$ cat src/rtl/io_uart_tx.sv
// Memory-mapped 8N1 UART transmitter: DATA writes feed a small FIFO that is
// serialised onto tx; STATUS reports FIFO/transmitter state and sticky overflow.
module io_uart_tx #(
   parameter int unsigned CLK_RATE     = 33_333_333,
   parameter int unsigned BAUD_RATE    = 19_200,
   parameter int unsigned BAUD_DIV     = CLK_RATE / BAUD_RATE,
   parameter int unsigned FIFO_DEPTH   = 8,
   parameter logic [31:0] BASE_ADDRESS = 32'h0000_7f30
) (
   input  logic        clk,
   input  logic        rst,
   input  logic [31:0] address,
   input  logic        MemWrite,
   input  logic        MemRead,
   input  logic [31:0] io_memory_write,
   output logic [31:0] io_memory_read,
   output logic        valid_io_read,
   output logic        tx
);

   localparam int PTR_W  = $clog2(FIFO_DEPTH);
   localparam int CNT_W  = PTR_W + 1;
   localparam int BAUD_W = $clog2(BAUD_DIV);

   localparam logic [BAUD_W-1:0] BAUD_LAST  = BAUD_W'(BAUD_DIV - 1);
   localparam logic [CNT_W-1:0]  COUNT_FULL = CNT_W'(FIFO_DEPTH);

   typedef enum logic [1:0] {
      S_IDLE,
      S_START,
      S_DATA,
      S_STOP
   } state_t;

   state_t             state;
   logic [BAUD_W-1:0]  baud_cnt;
   logic [2:0]         bit_idx;
   logic [7:0]         shift;

   logic [7:0]         mem [FIFO_DEPTH];
   logic [PTR_W-1:0]   wr_ptr;
   logic [PTR_W-1:0]   rd_ptr;
   logic [CNT_W-1:0]   count;
   logic               overflow;

   logic        data_hit;
   logic        status_hit;
   logic        push;
   logic        pop;
   logic        accept;
   logic        drop;
   logic        clear;
   logic        full;
   logic        empty;
   logic        bit_end;
   logic [7:0]  head;
   logic [31:0] count_wide;
   logic [3:0]  count_sat;
   logic [31:0] status_word;
   logic        unused_wdata;

   assign data_hit   = (address == BASE_ADDRESS);
   assign status_hit = (address == BASE_ADDRESS + 32'd4);
   assign push       = MemWrite & data_hit;
   assign clear      = MemWrite & status_hit & io_memory_write[3];
   assign full       = (count == COUNT_FULL);
   assign empty      = (count == '0);
   assign bit_end    = (baud_cnt == BAUD_LAST);
   assign head       = mem[rd_ptr];

   // The head leaves the FIFO when a frame starts from IDLE or chains off a stop bit.
   assign pop    = !empty && ((state == S_IDLE) || ((state == S_STOP) && bit_end));
   assign accept = push && (!full || pop);
   assign drop   = push && full && !pop;

   assign unused_wdata = ^{io_memory_write[31:8], io_memory_write[2:0]};

   always_comb begin
      // NOTE: every output of a combinational block gets a default first so no latch is inferred.
      count_wide  = 32'(count);
      count_sat   = (count_wide > 32'd15) ? 4'hf : count_wide[3:0];
      status_word = '0;
      status_word[0]   = full;
      status_word[1]   = empty;
      status_word[2]   = (state != S_IDLE);
      status_word[3]   = overflow;
      status_word[7:4] = count_sat;
   end

   // NOTE: the FIFO storage is deliberately left out of reset; empty pointers make stale contents unreachable.
   always_ff @(posedge clk) begin
      if (rst && accept) begin
         mem[wr_ptr] <= io_memory_write[7:0];
      end
   end

   // NOTE: all sequential state is assigned with <= so every register sees pre-edge values.
   always_ff @(posedge clk) begin
      if (!rst) begin
         io_memory_read <= '0;
         valid_io_read  <= 1'b0;
         wr_ptr         <= '0;
         rd_ptr         <= '0;
         count          <= '0;
         overflow       <= 1'b0;
      end else begin
         valid_io_read  <= MemRead & (data_hit | status_hit);
         io_memory_read <= (MemRead & status_hit) ? status_word : 32'd0;

         // A drop in the same cycle as a clear leaves the overflow flag set.
         if (drop) begin
            overflow <= 1'b1;
         end else if (clear) begin
            overflow <= 1'b0;
         end

         if (accept) begin
            wr_ptr <= wr_ptr + 1'b1;
         end
         if (pop) begin
            rd_ptr <= rd_ptr + 1'b1;
         end

         case ({accept, pop})
            2'b10:   count <= count + 1'b1;
            2'b01:   count <= count - 1'b1;
            default: count <= count;
         endcase
      end
   end

   always_ff @(posedge clk) begin
      if (!rst) begin
         state    <= S_IDLE;
         baud_cnt <= '0;
         bit_idx  <= '0;
         shift    <= '0;
         tx       <= 1'b1;
      end else begin
         case (state)
            S_IDLE: begin
               tx       <= 1'b1;
               baud_cnt <= '0;
               if (pop) begin
                  shift <= head;
                  state <= S_START;
                  tx    <= 1'b0;
               end
            end

            S_START: begin
               if (bit_end) begin
                  baud_cnt <= '0;
                  bit_idx  <= '0;
                  state    <= S_DATA;
                  tx       <= shift[0];
               end else begin
                  baud_cnt <= baud_cnt + 1'b1;
               end
            end

            S_DATA: begin
               if (bit_end) begin
                  baud_cnt <= '0;
                  shift    <= shift >> 1;
                  bit_idx  <= bit_idx + 1'b1;
                  if (bit_idx == 3'd7) begin
                     state <= S_STOP;
                     tx    <= 1'b1;
                  end else begin
                     tx <= shift[1];
                  end
               end else begin
                  baud_cnt <= baud_cnt + 1'b1;
               end
            end

            S_STOP: begin
               if (bit_end) begin
                  baud_cnt <= '0;
                  if (pop) begin
                     shift <= head;
                     state <= S_START;
                     tx    <= 1'b0;
                  end else begin
                     state <= S_IDLE;
                  end
               end else begin
                  baud_cnt <= baud_cnt + 1'b1;
               end
            end

            default: begin
               state <= S_IDLE;
               tx    <= 1'b1;
            end
         endcase
      end
   end

endmodule

$ cat config.mk
export PLATFORM = sky130hd
export DESIGN_NAME = io_uart_tx
export DESIGN_NICKNAME = d
export VERILOG_FILES = /design/src/rtl/io_uart_tx.sv
export SDC_FILE = /design/constraint.sdc
export NUM_CORES = 1
export LEC_CHECK = 0
export ABC_AREA = 1
export CAP_MARGIN = 20
export CORE_MARGIN = 2
export CORE_UTILIZATION = 40
export CTS_BUF_LIST = sky130_fd_sc_hd__clkbuf_4
export DETAILED_ROUTE_END_ITERATION = 7
export REMOVE_ABC_BUFFERS = 1
export SYNTH_ARGS = -nofsm -noshare
export SYNTH_HDL_FRONTEND = slang
export SYNTH_SLANG_ARGS = --single-unit
$ cat constraint.sdc
create_clock -name clk -period 4.19 [get_ports clk]
set_input_delay 0.838 -clock clk [delete_from_list [all_inputs] [get_ports clk]]
set_output_delay 0.838 -clock clk [all_outputs]
set_load 0.05 [all_outputs]
After elaboration in Yosys (flattened, before gate mapping)
Memory sizes are Yosys's and may differ from the RTL's. A register that Yosys moved wholly into a read port is not among the register bits.
Cells that the tools add are included.
{"block": "totals", "register_bits": 69, "latchBits": 0, "ram_bits": 64, "romBits": 0, "output_inout_bits": 34, "n_memories": 1}
{"name": "mem", "words": 8, "word_bits": 8, "rd": 1, "rd_clocked_by_memory_dff": 1, "wr": 1, "line_no": "40", "text": "logic [7:0] mem [FIFO_DEPTH];"}
{"block": "op_classes", "addsub": 6, "multipliers": 0, "n_div": 0, "magnitude_cmp": 0, "eq_ne": 16, "shifts": 0, "mux": 30, "bitwise_logic": 6, "reduce_logical": 24}
{"cell": "== test 32 x 15 -> 1 bit, second input constant", "n": 2}
{"cell": "two-way mux 8 bit", "n": 3}
{"cell": "case mux 8 bit (3 select lines)", "n": 1}
{"cell": "case mux 11 bit (2 select lines)", "n": 1}
{"cell": "two-way mux 3 bit", "n": 4}
{"cell": "!= test 2 bit, second input constant", "n": 6}
{"cell": "adder 11 x 1 -> 11 bit, second input constant", "n": 1}
{"cell": "== test 11 bit, second input constant", "n": 1}
{"cell": "two-way mux 1 bit", "n": 11}
{"cell": "two-way mux 11 bit", "n": 1}
{"cell": "two-way mux 2 bit", "n": 5}
{"cell": "adder 3 x 1 -> 3 bit, second input constant", "n": 3}
{"cell": "case mux 2 bit (4 select lines)", "n": 1}
{"cell": "case mux 4 bit (2 select lines)", "n": 1}
{"cell": "nonzero test 2 bit", "n": 4}
{"cell": "== test 2 bit, second input constant", "n": 3}
{"cell": "logical AND 1 bit", "n": 6}
{"cell": "case mux 3 bit (2 select lines)", "n": 1}
{"cell": "AND reduction 3 bit", "n": 2}
{"cell": "AND 1 bit", "n": 5}
{"cell": "AND reduction 5 bit", "n": 1}
{"cell": "adder 4 x 1 -> 4 bit, second input constant", "n": 1}
{"cell": "== test 2 x 1 -> 1 bit, second input constant", "n": 2}
{"cell": "== test 4 bit, second input constant", "n": 1}
{"cell": "other kinds (12)", "n": 15}

Depth between registers and ports, before layout
Gate-level depths: netlist (run 1).
{"block": "logic_depth", "depth_word": 9, "ltp_mapped": 17, "ltp_nobuf": 17}

Least setup slack after synthesis (run 1)
No wires, ideal clock.
{"block": "synth_path", "kind": "input to register", "start": "input port address[16]", "end": "register count[3]", "arrival_ps": 2390, "required_ps": 4075, "setup_slack_ps": 1685, "stages": 17, "n_path_buf": 0, "path_cell_list": "inv_1 -> nand2_1 -> nor2_1 -> nand2_1 -> nor2_1 -> nand3_1 -> nand2_4 -> inv_1 -> ha_1 -> nand2_1 -> nand2_1 -> a31oi_1 -> inv_1 -> nand2_1 -> nand3_1 -> nand2_1 -> nor2_1"}
{"block": "synth_via", "elab_chain_cells": 5, "word_cells_on_any_way": 7, "classes_between": "3 x eq/ne; 1 x mux; 1 x bitwise; 2 x reduce/logical"}
{"element": "start: declaration", "line_no": "12", "text": "input logic [31:0] address,"}
{"element": "== test 32 x 15 -> 1 bit (*)", "line_no": "62", "text": "assign data_hit = (address == BASE_ADDRESS);"}
{"element": "AND 1 bit (*)", "line_no": "64", "text": "assign push = MemWrite & data_hit;"}
{"element": "logical AND 1 bit (*)", "line_no": "73", "text": "assign accept = push && (!full || pop);"}
{"element": "== test 2 x 1 -> 1 bit / == test 2 bit (equally long branches)", "line_no": "124", "text": "case ({accept, pop})"}
{"element": "case mux 4 bit (2 select lines) / nonzero test 2 bit (equally long branches)"}
{"element": "end signal: assignment", "line_no": "125", "text": "2'b10: count <= count + 1'b1;"}
{"element": "end signal: assignment", "line_no": "126", "text": "2'b01: count <= count - 1'b1;"}
{"element": "end signal: assignment", "line_no": "127", "text": "default: count <= count;"}
{"element": "end: declaration", "line_no": "43", "text": "logic [CNT_W-1:0] count;"}
Every way passes the cells marked *; elsewhere a longest branch is shown, timed or not.
A chain may end at the register's enable or synchronous reset.

Worst setup path in the final report (run 1)
Same ends and word-level chain as after synthesis.

==> results of run 1 <==
[report_power, final]
group | switching (mW) | internal (mW)
clock | 0.355 | 0.128
sequential | 0.0159 | 1.18
combinational | 0.236 | 0.117
[layout by cell type, fill, tap and decap left out, types with 2 or more instances in the layout]
cell type,count
nor3_2,2
o221ai_1,2
clkinv_2,2
nand2_4,3
a21oi_1,23
o21ai_0,46
o211ai_1,7
conb_1,24
ha_1,13
a31oi_1,8
nand2_1,95
a21oi_2,3
nand4_1,8
buf_4,10
edfxtp_1,64
nor2_4,2
dfxtp_1,48
o22ai_1,3
nor2_2,3
inv_6,4
nor2_1,89
nand3_1,15
nand3_2,2
inv_2,5
clkbuf_4,9
clkdlybuf4s50_1,53
nand4_2,2
nor3_1,8
xor2_1,3
inv_1,66
o21ai_1,5
nand2_2,7
[per-layer routing]
layer,GRT usage,wire (um),vias to the layer above
met3,0.03927,655,6
li1,-,-,1993
met2,0.2583,4983,125
met4,0.04985,72,0
met5,0,0,-
met1,0.1882,4612,1771
[registers in the layout (all words and copies together), names as in the netlist, named ones only]
name and flops:
valid_io_read 1, io_memory_read 8, shift 8, mem 64, overflow 1, count 4, bit_idx 3, wr_ptr 3
rd_ptr 3, tx 1, state 2, baud_cnt 11
[critical path: cells and delay by family]
family | cells | cell delay [ns]
AO/OA/AOI/OAI | 1 | 0.17
adder cells (fa/ha/maj) | 1 | 0.32
buffers and inverters | 4 | 0.58
AND/OR/NAND/NOR | 12 | 1.15
[per-stage QoR]
| step | utilization | hold WS (ns) | total power, mW | instances |
|---|---|---|---|---|
| 2_1_floorplan | - | 0.4084 | 1.463 | 567 |
| 3_3_place_gp | 0.4652 | 0.4150 | 1.563 | 802 |
| 3_5_place_dp | 0.4652 | 0.4178 | 1.572 | 802 |
| 4_1_cts | 0.4745 | 0.4385 | 2.053 | 818 |
| 5_1_grt | 0.4747 | 0.4687 | 2.149 | 819 |
| 6_report | 0.4747 | 0.4380 | 2.028 | 819 |
[final timing paths]
| path | end | slack, ns |
|---|---|---|
| setup / recovery | count[3]$_SDFFE_PN0P_ | 1.49 |
| hold / removal | io_memory_read[3]$_SDFF_PN0_ | 0.44 |
| setup reg to reg | count[3]$_SDFFE_PN0P_ | 1.79 |
| hold reg to reg | io_memory_read[3]$_SDFF_PN0_ | 0.44 |
[kinds of logic (layout without fill, tap and decap cells)]
kind of cell,Yosys count,in the layout
compound gates,98,98
xor+xnor,3,3
fa+ha+maj,14,14
buf+inv,112,152
flops,112,112
mux,1,1
other cells,1,25
simple gates,242,242
[layout make-up]
type / instances / area, um^2 / area share
Antenna cell: 1 / 2.502 / 0.0004127
Clock buffer: 9 / 67.56 / 0.01114
Clock inverter: 7 / 51.30 / 0.008461
Inverter: 73 / 280.3 / 0.04622
Multi-Input combinational cell: 382 / 1958 / 0.3229
Sequential cell: 112 / 2883 / 0.4754
Tap cell: 172 / 215.2 / 0.03549
Timing Repair Buffer: 63 / 605.6 / 0.09988
==> metrics.yaml, run 1 <==
place_hpwl_um: 7109
antenna_left: 0
whs_path_depth: 2
std_cell_rows: 41
vias: 3895
grt_overflow_total: 0
critPathLaunch: "address[16]"
drive_gt1_frac: 0.09288
synthAdderAreaFrac: 0.03458
cts_max_level: 3
netlist_area_um2: 5283
synth_xor_xnor_area_share: 0.004974
wl_per_cell_um: 12.60
grt_use_total: 0.1520
worstSetupPathType: "in -> reg"
die_h_um: 118.9
holdBufCountCts: 0
synth_most_common_cell: "nand2_1"
first_global_vias: 3669
skew_ns: 0.02222
place_ws_ns: 0.9933
cts.sinks: 112
cts-root-buf: "clkbuf_4"
drc: 0
fmax_mhz: 370.8
firstDrtPassIters: 4
min_path_type: "reg -> reg"
synth_mux_area_frac: 0.001895
setup_tns_ns: 0
r2r.worst_path.cells: 16
cpPeakStageDelay_ns: 0.40
grt_start_max_net_pins: 41
final_nets: 723
clock_latency_ns: 0.46
post_cts_buffers: 0
synth_enable_flop_cells: 64
max_slew_margin: 0.4396
maxCapViolCount: 0
pwr_density_cell_nw_per_um2: 334.5
cts_inserted_buffers: 9
fin_area_um2: 6063
setup_viol: 0
yosysUniqueCellTypes: 41
die_w_um: 118.9
cts_max_path_buffers: 2
crit_chain: "clkdlybuf4s50_1 > inv_1 > nand2_1 > nor2_1 > nand2_1 > nor2_1 > nand3_1 > nand2_4 > inv_1 > ha_1 > nand2_1 > nand2_1 > a31oi_1 > inv_1 > nand2_1 > nand3_1 > nand2_1 > nor2_1"
crit_top_cell: "nand2_1"
synth.avg_cell_area_um2: 9.061
drt_wl_total_um: 10320
io_pins: 102
cts-resized-gates: 0
cts_tree: "built"
synth_cells: 583
synthFlopType: "edfxtp_1"
setup_ws_ns: 1.493
slew_violations: 0
synth_top_area_cell: "edfxtp_1"
cp-end-kind: "flop"
synth_top_area_share: 0.3638
area_growth_pct: 14.78
critPathSlowestCell: "clkdlybuf4s50_1"
core-area_um2: 12770
ys_seq_area_frac: 0.5457
cts.clk_slew.worst_paths_ns: 0.16
start_util: 0.4136
vdd.ir_drop.worst_uv: 145.8
synth_top_family_by_area: "simple AND/OR/NAND/NOR gates"
startpoint_type: "input port"
p_leak_nw: 2.335
hold_viol: 0
grt_setup_unrepaired: "no"
ys_async_sr_fraction: 0
ys_top_cells_by_area: "edfxtp_1, dfxtp_1, nand2_1"
path_max_fanout: 4
r2r_start: "baud_cnt[0]$_SDFF_PP0_"
min_period_over_period: 0.6436
ys_warn_count: 0
crit_arrival_ns: 3.06
post-route-min-period_ns: 2.697
routed_via_density: 4.756
drt-initial-drc-count: 257
synth_compound_area_frac: 0.1049
grt_first_pass_wirelength_um: 16970
io_buffers: 53
place_area_um2: 5942
ys_ff_latch: 112
crit_required_ns: 4.56
hp-start: "overflow$_SDFFE_PN0P_"
tightest_slew_ns: 0.8397
routabilityCongestion: 0.8155
fill_cells: 1221
antenna_found_initial: 1
synth_common_cells: "nand2_1, nor2_1, inv_1, edfxtp_1, dfxtp_1"
die_area_um2: 14140
status: "completed"
synth_simple_gate_area_frac: 0.2072
(Power assumes the default switching activity.)
==> run 2, diff against run 1 <==
==> constraint.sdc (replaced) <==
create_clock -name clk -period 2.75 [get_ports clk]
set_input_delay 0.55 -clock clk [delete_from_list [all_inputs] [get_ports clk]]
set_output_delay 0.55 -clock clk [all_outputs]
set_load 0.05 [all_outputs]
==> run 2 against run 1 <==
  * Critical endpoint unchanged
  * Routed wire length up 1.5%
  * Critical path type is now reg -> reg
  * Via count increased by 0.62%
  * First-iteration DRC count is 11% lower
  * Largest cell class unchanged
==> metrics.yaml, run 2 (synthesized netlist as in run 1, its figures left out) <==
slew_violations: 0
critPathSlowestCell: "dfxtp_1"
area_growth_pct: 16.51
regArea_um2: 2883
startpoint_type: "flop"
routabilityCongestion: 0.7935
crit_top_cell: "nand2_1"
drc: 0
setup_ws_ns: 0.4033
grt_overflow_total: 0
max_slew_margin: 0.4506
status: "completed"
place_hpwl_um: 7477
skew_ns: 0.01829
grt_start_max_net_pins: 40
crit_arrival_ns: 2.72
wl_per_cell_um: 12.68
io_buffers: 53
final_nets: 732
min_period_over_period: 0.8534
vias: 3919
timing.rr.end: "count[3]$_SDFFE_PN0P_"
grt_use_total: 0.1529
first_global_vias: 3674
cts_inserted_buffers: 9
setup_tns_ns: 0
place_ws_ns: 0.01344
multi_input_area_um2: 1958
utilization: 0.4818
cts-resized-gates: 0
cts_max_level: 3
std_cell_rows: 41
vdd.ir_drop.worst_uv: 213.2
grt_first_pass_wirelength_um: 17190
largest_reg_flops: 64
start_util: 0.4136
drive_gt1_frac: 0.1055
cts_tree: "built"
critPathLaunch: "baud_cnt[0]$_SDFF_PP0_"
crit_chain: "ha_1 > nand2_2 > nor2_4 > nand4_2 > a21boi_4 > nand2_4 > inv_1 > ha_1 > nand2_1 > nand2_1 > a31oi_1 > inv_1 > nand2_1 > nand3_1 > nand2_1 > nor2_1"
cpPeakStageDelay_ns: 0.40
core-area_um2: 12770
final_cell_mix: "nand2_1, nor2_1, inv_1, edfxtp_1, clkdlybuf4s50_1"
r2r.worst_path.cells: 16
pwr_density_cell_nw_per_um2: 518.7
cts.sinks: 112
tightest_slew_ns: 0.8232
maxCapViolCount: 0
cts_max_path_buffers: 2
r2r_slack_ns: 0.40
reg_top3: "mem (64), baud_cnt (11)"
cp-end-kind: "flop"
firstDrtPassIters: 4
routed_via_density: 4.739
die_area_um2: 14140
antenna_left: 0
cts-root-buf: "clkbuf_4"
setup_viol: 0
post-route-min-period_ns: 2.347
crit_required_ns: 3.13
post_cts_buffers: 0
min_path_type: "reg -> reg"
die_w_um: 118.9
holdBufCountCts: 0
mostFrequentLayoutCell: "nand2_1"
hold_viol: 0
die_h_um: 118.9
worstSetupPathType: "reg -> reg"
regMostFlops: "mem"
r2r_start: "baud_cnt[0]$_SDFF_PP0_"
io_pins: 102
whs_path_depth: 2
p_leak_nw: 2.391
path_max_fanout: 7
clock_latency_ns: 0.47
drt-initial-drc-count: 230
drt_wl_total_um: 10480
antenna_found_initial: 1
fill_cells: 1209
fmax_mhz: 426.1
grt_setup_unrepaired: "no"
cp-endpoint: "count[3]$_SDFFE_PN0P_"
cts.clk_slew.worst_paths_ns: 0.16
run 2: power by group:
group | total (mW) | switching, mW | internal [mW]
logic | 0.546 | 0.365 | 0.181
clock network | 0.831 | 0.543 | 0.287
registers | 1.82 | 0.0247 | 1.79
run 2: layout make-up:
type / count / share of cell area
Antenna cell: 1 / 0.0004066
Clock buffer: 9 / 0.01098
Clock inverter: 6 / 0.01220
Inverter: 73 / 0.04554
Multi-Input combinational cell: 382 / 0.3182
Sequential cell: 112 / 0.4684
Tap cell: 172 / 0.03497
Timing Repair Buffer: 72 / 0.1094
run 2: metrics by stage:
| step | power [mW] | instance area [um^2] | instances | hold slack [ns] |
|---|---|---|---|---|
| 5_1_grt | 3.363 | 6155 | 827 | 0.4686 |
| 3_5_place_dp | 2.397 | 6010 | 811 | 0.4223 |
| 6_report | 3.192 | 6155 | 827 | 0.4427 |
| 3_3_place_gp | 2.388 | 6010 | 811 | 0.4161 |
| 4_1_cts | 3.218 | 6152 | 826 | 0.4428 |
| 2_1_floorplan | 2.230 | 5121 | 567 | 0.4084 |
run 2: worst min-delay path by stage:
stage,startpoint,slack [ns],endpoint
CTS,overflow$_SDFFE_PN0P_,0.44,io_memory_read[3]$_SDFF_PN0_
global placement,overflow$_SDFFE_PN0P_,0.42,io_memory_read[3]$_SDFF_PN0_
detailed placement,overflow$_SDFFE_PN0P_,0.42,io_memory_read[3]$_SDFF_PN0_
floorplan,overflow$_SDFFE_PN0P_,0.41,io_memory_read[3]$_SDFF_PN0_
finish,overflow$_SDFFE_PN0P_,0.44,io_memory_read[3]$_SDFF_PN0_
global route,overflow$_SDFFE_PN0P_,0.47,io_memory_read[3]$_SDFF_PN0_
run 2: worst max-delay path, delay by kind of cell, from the launching register on:
kind / cells / cell delay (ns)
and+or+nand+nor: 10 / 0.78
AOI/OAI and AO/OA: 2 / 0.48
adders and majority gates: 2 / 0.46
DFF: 1 / 0.40
buffers and inverters: 2 / 0.14
run 2: layer usage:
layer / wire (um) / global-route usage / vias up
met5: 0 / 0 / -
met4: 184 / 0.04985 / 0
met3: 499 / 0.03927 / 12
met2: 5016 / 0.2626 / 99
met1: 4783 / 0.1873 / 1796
li1: - / - / 2012
==> run 3, diff against run 2 <==
--- a/config.mk
+++ b/config.mk
@@ -11,6 +11,7 @@
 export CORE_UTILIZATION = 40
 export CTS_BUF_LIST = sky130_fd_sc_hd__clkbuf_4
 export DETAILED_ROUTE_END_ITERATION = 7
+export GPL_ROUTABILITY_DRIVEN = 0
 export REMOVE_ABC_BUFFERS = 1
 export SYNTH_ARGS = -nofsm -noshare
 export SYNTH_HDL_FRONTEND = slang
==> results of run 3 <==
The final DEF is identical to that of run 2; final timing and power are the same.
==> variant 1: new RTL, flow settings as in run 3 <==
The output `io_memory_read` loses its register stage (`io_memory_read` becomes a continuous assignment).
--- a/src/rtl/io_uart_tx.sv
+++ b/src/rtl/io_uart_tx.sv
@@ -97,7 +97,6 @@
    // NOTE: all sequential state is assigned with <= so every register sees pre-edge values.
    always_ff @(posedge clk) begin
       if (!rst) begin
-         io_memory_read <= '0;
          valid_io_read  <= 1'b0;
          wr_ptr         <= '0;
          rd_ptr         <= '0;
@@ -105,7 +104,6 @@
          overflow       <= 1'b0;
       end else begin
          valid_io_read  <= MemRead & (data_hit | status_hit);
-         io_memory_read <= (MemRead & status_hit) ? status_word : 32'd0;
 
          // A drop in the same cycle as a clear leaves the overflow flag set.
          if (drop) begin
@@ -128,6 +126,8 @@
          endcase
       end
    end
+
+   assign io_memory_read = (MemRead & status_hit) ? status_word : 32'd0;
 
    always_ff @(posedge clk) begin
       if (!rst) begin
Formal check against the unedited RTL: not equivalent (Yosys sat finds a counterexample within 4 cycles, from zero or initial values and one cycle with rst low).
==> variant 1 against run 3 <==
  * Worst setup slack worse by 300 ps
  * Clock skew increased by 2.1 ps
  * Cell area increased by 1.7%
  * Routed wire length grew 6.2%
  * Count of clock-buffer cells in the layout rose by 1
  * Register-to-register slack lost 210 ps
  * Highest routed layer unchanged
  * Critical path type is now input port to output port
  * Sequential cell count is 8 lower
  * Via count increased by 1.9%
  * Synthesized area fell by 4.8%
  * Critical path depth is 6 lower
Power is not compared: it rests on default switching activity, and its combinational part moved more than twofold at a synthesized area within 25%.
==> variant 1: results (changes against run 3) <==
status -> finished, final reports clean
Worst slew margin -> 62.5% (+17 points)
Layout fillers -> 1119 (-7.4%)
Placed Cells -> 806 (-0.62%)
worst slack at placement -> -308 ps (-321 ps)
cells taking the most area after synthesis -> edfxtp_1 38%, dfxtp_1 16%, nand2_1 9.5%
crit path to -> io_memory_read[0]
area grow syn2layout -> 24.5%
Avg Vias per Cell -> 4.73 (-0.14%)
slowest CP cell -> clkdlybuf4s50_1
non-clk buf share -> 16.1% (+5.1 points)
multi-input logic area -> 0.00200 mm² (+2.0%)
hold slack -> 451 ps (+8.57 ps)
postcts setup bufs -> 20 (+20)
Seq/Total Area, Yosys -> 54.1% (-0.46 points)
RR Startpoint -> state[0]
seq_cells -> 104 (-7.1%)
Core Util, Final -> 51.5% (+3.3 points)
Reg area -> 0.00272 mm² (-5.5%)
DPL Wire Length -> 7.49 mm (+0.24%)
iteration-0 DRC count of the detailed router -> 200 (-13%)
Cells on Worst Hold Path -> 1 (-1)
Setup crit start -> address[26]
worst skew pair latency -> 450 ps (-20 ps)
Regs by FF count -> mem x64, baud_cnt x11, shift x8
worst-path maximum fanout -> 8 (+1)
# clk buffers -> 10 (+1)
Seq area share -> 43.5% (-3.3 points)
critical path type -> input port to output port
syn_area_per_cell -> 8.80 µm² (-2.9%)
Layout Nets -> 754 (+3.0%)
final setup margin -> 106 ps (-298 ps)
hold_sp -> baud_cnt[0]
first-pass GRT wire length -> 18.2 mm (+5.9%)
via count -> 3994 (+1.9%)
skew final -> 20.4 ps (+2.15 ps)
flop2flop setup slack -> 190 ps (-210 ps)
number of global-route vias before repair -> 3924 (+6.8%)
Post-DP Area -> 0.00589 mm² (-2.1%)
initial antenna violation count -> 0 (-1)
number of gates resized after cts -> 14 (+14)
multi-input gates -> 402 (+5.2%)
non-clock buffer total of the final layout -> 106 (+47%)
GR Util All Layers -> 17.4% (+2.1 points)
arrival time at the worst endpoint -> 2090 ps (-630 ps)
[variant 1: kinds of logic (layout without fill, tap and decap cells)]
logic type / after synthesis / after routing / synth area share [%]
other: 1 / 24 / 0.0745
flip-flops: 104 / 104 / 54.1
AND/OR/NAND/NOR: 305 / 305 / 26.0
AO/OA/AOI/OAI: 54 / 54 / 6.02
adder cells (fa/ha/maj): 15 / 15 / 3.88
XOR/XNOR: 4 / 4 / 0.696
buffers and inverters: 89 / 170 / 9.25
[variant 1: power breakdown]
part / internal [µW] / switching (µW) / total, µW / leakage [µW]
combinational: 688 / 1250 / 1940 / 0.00162
clock: 293 / 511 / 804 / 0.0000722
sequential: 1780 / 84.3 / 1860 / 0.000902
total: 2760 / 1850 / 4600 / 0.00259
[variant 1: routing by layer]
metal,vias up,part of all wire (%),GRT usage [%]
met3,16,4.6,3.84
met2,83,48,30.4
li1,2040,-,-
met5,-,0,0
met4,0,1.8,5.87
met1,1855,46,21.4
==> variant 2: new RTL, config.mk and constraints of run 3 <==
Made on the original files. Change the parameter `CLK_RATE` from 33_333_333 to 16_666_666.
--- a/src/rtl/io_uart_tx.sv
+++ b/src/rtl/io_uart_tx.sv
@@ -1,7 +1,7 @@
 // Memory-mapped 8N1 UART transmitter: DATA writes feed a small FIFO that is
 // serialised onto tx; STATUS reports FIFO/transmitter state and sticky overflow.
 module io_uart_tx #(
-   parameter int unsigned CLK_RATE     = 33_333_333,
+   parameter int unsigned CLK_RATE     = 16_666_666,
    parameter int unsigned BAUD_RATE    = 19_200,
    parameter int unsigned BAUD_DIV     = CLK_RATE / BAUD_RATE,
    parameter int unsigned FIFO_DEPTH   = 8,
Behaviour: no difference found for any inputs over 10 cycles, from zero or initial values and one cycle with rst low; that may be too few to reach the edited logic, so the function may still have changed.
==> variant 2 against run 3 <==
  * Synthesized area shrank 2.9%
  * Routed wire length rose by 1.9%
  * Cell count fell by 3.5%
  * Cell area decreased by 2.4%
  * Synthesized cell count decreased by 5.1%
  * Critical path type unchanged
  * Utilization down 0.38 points
  * Worst setup slack lost 66 ps
  * Largest cell class unchanged
  * Sequential cell count fell by 1
Power is not compared: it rests on default switching activity, and its combinational part moved more than twofold at a synthesized area within 25%.
==> variant 2: results (changes against run 3) <==
status -> finished, final reports clean
Layout Nets -> 704 (-3.8%)
Top delay family on crit path -> simple AND/OR/NAND/NOR gates
FF-to-FF End -> count[3]
share of post-route cells with drive strength above 1 -> 10.7% (+0.15 points)
mux contribution to synthesized area -> 0.390% (+0.20 points)
area share of fa/ha/maj cells after synthesis -> 3.56% (+0.10 points)
largest net degree at the start of global routing -> 33 (-18%)
DRT Pass-1 Iters -> 4 (unchanged)
Worst Reg-to-Reg Cells -> 18 (+2)
via count -> 3831 (-2.2%)
routed length per instance -> 13.4 µm (+5.6%)
ys flop type -> edfxtp_1
hold_sp -> baud_cnt[0]
first-pass GRT wire length -> 17.5 mm (+1.9%)
Regs by FF count -> mem x64, baud_cnt x10
iteration-0 DRC count of the detailed router -> 176 (-23%)
top post-synthesis cells by count -> 88 x nor2_1, 85 x nand2_1, 64 x edfxtp_1, 47 x dfxtp_1, 40 x o21ai_0
Finished Layout Cells -> 798 (-3.5%)
Placed Cells -> 783 (-3.5%)
number of global-route vias before repair -> 3741 (+1.8%)
number of gates resized after cts -> 0 (unchanged)
Layout fillers -> 1198 (-0.91%)
Reg clk slew, reported paths -> 150 ps
xor and xnor area share after synthesis -> 0.854% (+0.36 points)
Cells after Synth -> 553 (-5.1%)
worst slack at placement -> -166 ps (-179 ps)
Cells on Worst Hold Path -> 1 (-1)
cells taking the most area after synthesis -> edfxtp_1 37%, dfxtp_1 18%, nor2_1 6.4%
Hold Path End -> baud_cnt[0]
Post-DP Area -> 0.00587 mm² (-2.3%)
slowest CP cell -> dfxtp_1
EDFF count, synth -> 64 (unchanged)
worst skew pair latency -> 460 ps
Synth warnings -> 0 (unchanged)
Clock Path Buffers -> 2 (unchanged)
Largest stage delay, worst path -> 380 ps (-20 ps)
Distinct cells, synth -> 36 (-12%)
postcts setup bufs -> 0 (unchanged)
Compound-Gate Fraction of Synth Area -> 10.0% (-0.46 points)
GR Util All Layers -> 16.7% (+1.4 points)
RR Startpoint -> baud_cnt[0]
hold slack -> 460 ps (+17.4 ps)
Leakage -> 0.00229 µW
Seq/Total Area, Yosys -> 55.8% (+1.3 points)
skew final -> 13.3 ps (-4.99 ps)
Core Util, Final -> 47.8% (-0.38 points)
worst-path maximum fanout -> 9 (+2)
worst-margin pin slew -> 883 ps (+60.3 ps)
flop2flop setup slack -> 340 ps (-70 ps)
DPL Wire Length -> 7.40 mm (-1.1%)
initial antenna violation count -> 0 (-1)
Ant. Diodes -> 0 (-1)
-- variant 2: worst max-delay path by stage --
stage / start / endpoint / slack (ps)
2_1_floorplan: address[1] / count[3] / 450
3_3_place_gp: address[5] / count[3] / -50
3_5_place_dp: address[5] / count[3] / -170
4_1_cts: baud_cnt[0] / count[3] / 320
5_1_grt: baud_cnt[0] / count[3] / 20
6_report: baud_cnt[0] / count[3] / 340
-- variant 2: report_power, final --
part / internal (µW) / switching (µW)
Sequential: 1900 / 96.3
Clock: 300 / 507
Combinational: 671 / 1110
Total: 2870 / 1710
-- variant 2: area by class of cell --
cell class / count / area share [%]
clock buffers: 11 / 1.37
inverters: 43 / 2.69
clock inverters: 4 / 0.916
well taps: 172 / 3.58
multi-input cells: 382 / 32.2
flip-flops and latches: 111 / 47.6
repair buffers: 75 / 11.6
-- variant 2: routing by layer --
metal,global-route usage (%),wire length [µm],vias to the layer above
met5,0,0,-
met4,5.73,112,0
met3,3.55,423,9
met2,28.8,5320,67
met1,20.8,4830,1811
li1,-,-,1944
